## src/rtl/lr35902_oam_dma.sv

```systemverilog
// rtl/lr35902_oam_dma.sv - LR35902 OAM DMA engine (I/O register 0x46)
//
// Purpose: on a write to I/O register 0x46, copies 160 bytes from system
// memory at {DMA, 8'h00} into OAM, one byte per cycle, acting as bus master.
//
// Build option: define LR35902_OAM_DMA_ECHO_EN to fold source pages
// 0xE0..0xFF onto 0xC0..0xDF (echo RAM mirror).
//
// Ports:
//   clk, reset     system clock, synchronous active-high reset
//   adr, din       I/O register offset and write data
//   write, read    I/O strobes, sampled on posedge clk
//   dout           registered I/O read data (0xFF for foreign offsets)
//   dma_adr        registered memory read address
//   dma_read       registered memory read request
//   dma_din        memory read data, valid the cycle after dma_read
//   oam_adr        registered OAM byte index 0..159
//   oam_dout       OAM write data (combinational copy of dma_din)
//   oam_write      registered OAM write strobe
//   dma_active     high while a transfer is in progress

module lr35902_oam_dma (
  input  logic        clk,
  input  logic        reset,
  input  logic [7:0]  adr,
  input  logic [7:0]  din,
  input  logic        write,
  input  logic        read,
  output logic [7:0]  dout,
  output logic [15:0] dma_adr,
  output logic        dma_read,
  input  logic [7:0]  dma_din,
  output logic [7:0]  oam_adr,
  output logic [7:0]  oam_dout,
  output logic        oam_write,
  output logic        dma_active
);

  localparam logic [7:0] DMA_REG  = 8'h46;
  localparam logic [7:0] LAST_IDX = 8'd159;

  typedef enum logic [1:0] {
    S_IDLE  = 2'd0,
    S_START = 2'd1,
    S_XFER  = 2'd2,
    S_DRAIN = 2'd3
  } state_t;

  state_t      state_q, state_d;
  logic [7:0]  idx_q, idx_d;
  logic [7:0]  src_hi_q, src_hi_d;
  logic [7:0]  dmareg_q, dmareg_d;
  logic [7:0]  dout_q, dout_d;
  logic [15:0] dma_adr_q, dma_adr_d;
  logic        dma_read_q, dma_read_d;
  logic [7:0]  oam_adr_q, oam_adr_d;
  logic        oam_write_q, oam_write_d;

  logic       wr_dma;
  logic [7:0] src_fold;

  assign wr_dma = write && (adr == DMA_REG);

`ifdef LR35902_OAM_DMA_ECHO_EN
  // Echo RAM pages mirror work RAM; only the latched source is folded,
  // the readback register keeps the value the CPU wrote.
  assign src_fold = (din[7:5] == 3'b111) ? (din & 8'hDF) : din;
`else
  assign src_fold = din;
`endif

  // State and output registers
  always_ff @(posedge clk) begin
    if (reset) begin
      state_q     <= S_IDLE;
      idx_q       <= 8'h00;
      src_hi_q    <= 8'h00;
      dmareg_q    <= 8'h00;
      dout_q      <= 8'hFF;
      dma_adr_q   <= 16'h0000;
      dma_read_q  <= 1'b0;
      oam_adr_q   <= 8'h00;
      oam_write_q <= 1'b0;
    end else begin
      state_q     <= state_d;
      idx_q       <= idx_d;
      src_hi_q    <= src_hi_d;
      dmareg_q    <= dmareg_d;
      dout_q      <= dout_d;
      dma_adr_q   <= dma_adr_d;
      dma_read_q  <= dma_read_d;
      oam_adr_q   <= oam_adr_d;
      oam_write_q <= oam_write_d;
    end
  end

  // Next-state logic
  always_comb begin
    state_d  = state_q;
    idx_d    = idx_q;
    src_hi_d = src_hi_q;
    dmareg_d = dmareg_q;

    if (wr_dma) begin
      // A write always (re)starts, whatever state the engine is in.
      state_d  = S_START;
      src_hi_d = src_fold;
      dmareg_d = din;
    end else begin
      case (state_q)
        S_IDLE:  state_d = S_IDLE;
        S_START: state_d = S_XFER;
        S_XFER:  state_d = (idx_q == LAST_IDX) ? S_DRAIN : S_XFER;
        S_DRAIN: state_d = S_IDLE;
        default: state_d = S_IDLE;
      endcase
    end

    // idx saturates at 159 so the address never carries into src_hi+1.
    if (state_q == S_START) begin
      idx_d = 8'h00;
    end else if ((state_q == S_XFER) && (idx_q != LAST_IDX)) begin
      idx_d = idx_q + 8'd1;
    end
  end

  // Output logic: registered bus outputs are computed one cycle ahead
  always_comb begin
    dma_read_d  = (state_d == S_XFER);
    dma_adr_d   = dma_read_d ? {src_hi_d, idx_d} : dma_adr_q;
    // Each XFER read lands in OAM the following cycle, unless a restart
    // is taking effect at this edge.
    oam_write_d = (state_q == S_XFER) && !wr_dma;
    oam_adr_d   = (state_q == S_XFER) ? idx_q : oam_adr_q;

    dout_d = dout_q;
    if (read) begin
      dout_d = (adr == DMA_REG) ? dmareg_q : 8'hFF;
    end
  end

  assign dout       = dout_q;
  assign dma_adr    = dma_adr_q;
  assign dma_read   = dma_read_q;
  assign oam_adr    = oam_adr_q;
  assign oam_write  = oam_write_q;
  assign oam_dout   = dma_din;
  assign dma_active = (state_q != S_IDLE);

endmodule

```

## config.mk

```make
export PLATFORM = sky130hd
export DESIGN_NAME = lr35902_oam_dma
export DESIGN_NICKNAME = d
export VERILOG_FILES = /design/src/rtl/lr35902_oam_dma.sv
export SDC_FILE = /design/constraint.sdc
export NUM_CORES = 1
export LEC_CHECK = 0
export BUFFER_PORTS_ARGS = -buffer_cell sky130_fd_sc_hd__buf_2
export CORE_MARGIN = 2
export CORE_UTILIZATION = 39
export DETAILED_ROUTE_END_ITERATION = 10
export PLACE_DENSITY = 0.69
export SLEW_MARGIN = 5
export SYNTH_ARGS = -nofsm -noshare
export SYNTH_HDL_FRONTEND = slang
export SYNTH_SLANG_ARGS = --single-unit
```

## constraint.sdc

```tcl
create_clock -name clk -period 1.88 [get_ports clk]
set_input_delay 0.188 -clock clk [delete_from_list [all_inputs] [get_ports clk]]
set_output_delay 0.188 -clock clk [all_outputs]
set_load 0.01 [all_outputs]
```

==> impl_metrics.tcl <==
set metrics [dict create \
    cts_root_buffer "clkbuf_8" \
    ir_drop_uv 524.3 \
    synthToLayoutAreaGrowth_pct 21.03 \
    r2r_setup_slack_ns 0.09 \
    chipWidth_microns 83.18 \
    crit_chain "ha_4 > nand4_4 > o41ai_4 > nor2_2 > o32ai_1" \
    syn-cell-area_sq_um 2445 \
    core-area_sq_um 5991 \
    cts_buffers 9 \
    grt.overflow.total 0 \
    setup_viol 0 \
    cts_sinks 60 \
    clk_pin_slew_ns 0.07 \
    first_iter_violations 85 \
    portBuffers 54 \
    fillCellCount 612 \
    tightest_slew_ns 0.4698 \
    fmax_mhz 560.2 \
    num_io_pins 71 \
    ant_nets 0 \
    grt_max_degree 46 \
    hold_path_end "dmareg_q[4]" \
    slew_headroom_pct 68.24 \
    crit_required_ns 2.12 \
    placed_cell_area_sq_um 2743 \
    track_usage_pct 16.47 \
    final_area_sq_um 2959 \
    setup_ws_ns 0.09487 \
    status "finished, final reports clean" \
    diodes 0 \
    multi_input_area_sq_um 1095 \
    place.gp.congestion 0.8375 \
    period_share_pct 94.95 \
    cap_violations 0 \
    final_common_cell "dfxtp_1" \
    vias 2028 \
    power.density_nw_per_um2 791.9 \
    fin_nets 347 \
    layout-drive-gt1-share_pct 32.50 \
    ys_seq_area_share_pct 49.13 \
    rr_worst_depth 5 \
    synth_area_per_cell_sq_um 9.296 \
    via_per_inst 5.134 \
    grt_pass1_wl_mm 9.114 \
    dp_hpwl_mm 3.776 \
    rsz0062_at_grt "yes" \
    slew_violations 0 \
    cts_buffer_depth 2 \
    r2r_start "idx_q[0]" \
    synth_nets 295 \
    crit_fanout 9 \
    cts_tree "yes" \
    num_rows 28 \
    skew_ns 0.008097 \
    totalWireLength_mm 5.644 \
    leakagePower_nw 1.135 \
    synth-seq-cells 60 \
    antenna_found_initial 0 \
    whs_path_depth 3 \
    syn_inst 263 \
    worstHoldPathType "input pin to flop" \
    cts-htree-levels 3 \
    drtPass1Iterations 4 \
    initial_core_util_pct 40.81 \
    cts_hold_buf 0 \
    rr_endpoint "dma_adr[3]" \
    die_h_microns 83.18 \
    wl_per_cell_microns 14.29 \
    synth_cell_types 43 \
    die_area_sq_um 6918 \
    fin_setup_tns_ns 0 \
    yosys_warnings 0 \
    first_global_vias 2003 \
    end_kind "flop" \
    crit_start "idx_q[0]" \
    cp_data_arrival_time_ns 2.03 \
    crit_type "flop to flop" \
    cp-start-kind "flop" \
    final_cell_mix "58 x dfxtp_1, 54 x buf_2, 28 x nand2_1" \
    critical_path.max_stage_delay_ns 0.55 \
    seq_area_sq_um 1204 \
    drcViolationCount 0 \
    clk_latency_ns 0.34 \
    cpMaxStageDelayCell "o41ai_4" \
    post-place-ws_ns 0.07104 \
    hold_start "din[4]" \
    finalHoldViolations 0 \
    post-route-min-period_ns 1.785 \
]
==> Yosys cell counts <==
master | number | area (sq um)
a21o_1 | 1 | 7.510
a21oi_1 | 20 | 100.1
a21oi_2 | 8 | 70.07
and3_1 | 1 | 6.260
and4_1 | 1 | 8.760
buf_1 | 2 | 7.510
buf_2 | 2 | 10.01
buf_4 | 10 | 75.07
buf_6 | 1 | 11.26
clkbuf_1 | 10 | 37.54
dfxtp_1 | 60 | 1201
ha_1 | 4 | 50.05
inv_1 | 9 | 33.78
mux2i_1 | 8 | 80.08
nand2_1 | 29 | 108.9
nand2b_1 | 12 | 75.07
nand3_1 | 14 | 70.07
nand4_1 | 1 | 6.260
nand4_4 | 1 | 21.27
nand4b_1 | 1 | 8.760
nor2_1 | 15 | 56.30
nor2_2 | 1 | 6.260
nor2b_1 | 2 | 12.51
nor3_1 | 3 | 15.01
nor3b_1 | 2 | 15.01
nor4b_1 | 1 | 8.760
nor4bb_1 | 1 | 10.01
o21a_1 | 2 | 15.01
o21ai_0 | 1 | 5.000
o21ai_1 | 7 | 35.03
o21ai_2 | 8 | 70.07
o22ai_1 | 9 | 56.30
o31a_1 | 1 | 8.760
o31ai_1 | 2 | 15.01
o32ai_1 | 4 | 35.03
o41a_1 | 1 | 11.26
o41ai_4 | 1 | 27.53
or2_0 | 1 | 6.260
or3_1 | 2 | 12.51
or3b_1 | 1 | 8.760
or4_1 | 1 | 7.510
xnor2_1 | 1 | 8.760
xor2_1 | 1 | 8.760
==> final cells by class <==
| class | count | share of cell area (%) |
|---|---|---|
| sequential | 60 | 40.68 |
| timing repair buffer | 65 | 12.05 |
| multi-input combinational | 170 | 37.00 |
| inverter | 9 | 1.142 |
| tap | 75 | 3.171 |
| clock inverter | 7 | 1.776 |
| clock buffer | 9 | 4.186 |
==> power breakdown <==
group | internal, mW | switching [mW]
sequential | 1.27 | 0.000427
combinational | 0.0232 | 0.0349
clock | 0.483 | 0.531
total | 1.78 | 0.566
==> metal layers <==
| metal | GRT usage [%] | vias up | part of all wire [%] |
|---|---|---|---|
| li1 | - | 1013 | - |
| met3 | 6.362 | 9 | 5.1 |
| met1 | 18.86 | 957 | 44 |
| met2 | 27.49 | 49 | 50 |
| met4 | 6.706 | 0 | 1.2 |
| met5 | 0 | - | 0 |
==> flip-flops by register name, indices dropped and copies added, names as in the netlist <==
name / flops
dmareg_q: 8
oam_write: 1
idx_q: 8
src_hi_q: 8
state_q: 2
dout: 8
oam_adr: 8
dma_adr: 16
dma_read: 1
==> stage by stage <==
step	total power, mW	hold slack [ns]	utilization (%)	std cells
floorplan	1.347	0.3466	-	263
global placement	1.357	0.3761	45.78	377
detailed placement	1.358	0.3761	45.78	377
CTS	2.376	0.09195	48.73	393
global route	2.435	0.09961	49.39	395
finish	2.343	0.1101	49.39	395
==> cells by family (layout without fill, tap and decap cells) <==
kind of cell / Yosys count / in the layout / share of synthesized area [%]
AO/OA/AOI/OAI: 65 / 66 / 18.68
XOR/XNOR: 2 / 2 / 0.7166
adder cells (fa/ha/maj): 4 / 4 / 2.047
buffers and inverters: 34 / 90 / 7.165
flip-flops: 60 / 60 / 49.13
multiplexers: 8 / 8 / 3.275
AND/OR/NAND/NOR: 90 / 90 / 18.99
==> what timing repair did <==
action,4_1_cts,5_1_grt
setup endpoints to repair,0,11
buffers inserted,0,0
gates resized for setup,0,8
hold endpoints to repair,0,0
==> worst max-delay path by stage <==
stage,end,slack [ns]
2_1_floorplan,dma_adr[4],0.24
3_3_place_gp,dma_adr[15],0.14
3_5_place_dp,dma_adr[12],0.07
4_1_cts,dma_adr[15],0.06
5_1_grt,dma_adr[0],-0.002
6_report,dma_adr[3],0.09
==> critical path, delay by kind of cell, from the launching register on <==
| family | cells | cell delay, ns |
|---|---|---|
| compound gates | 2 | 0.81 |
| fa+ha+maj | 1 | 0.18 |
| flops | 1 | 0.38 |
| simple gates | 2 | 0.33 |
Note: power is estimated with default switching activity, not from simulation.
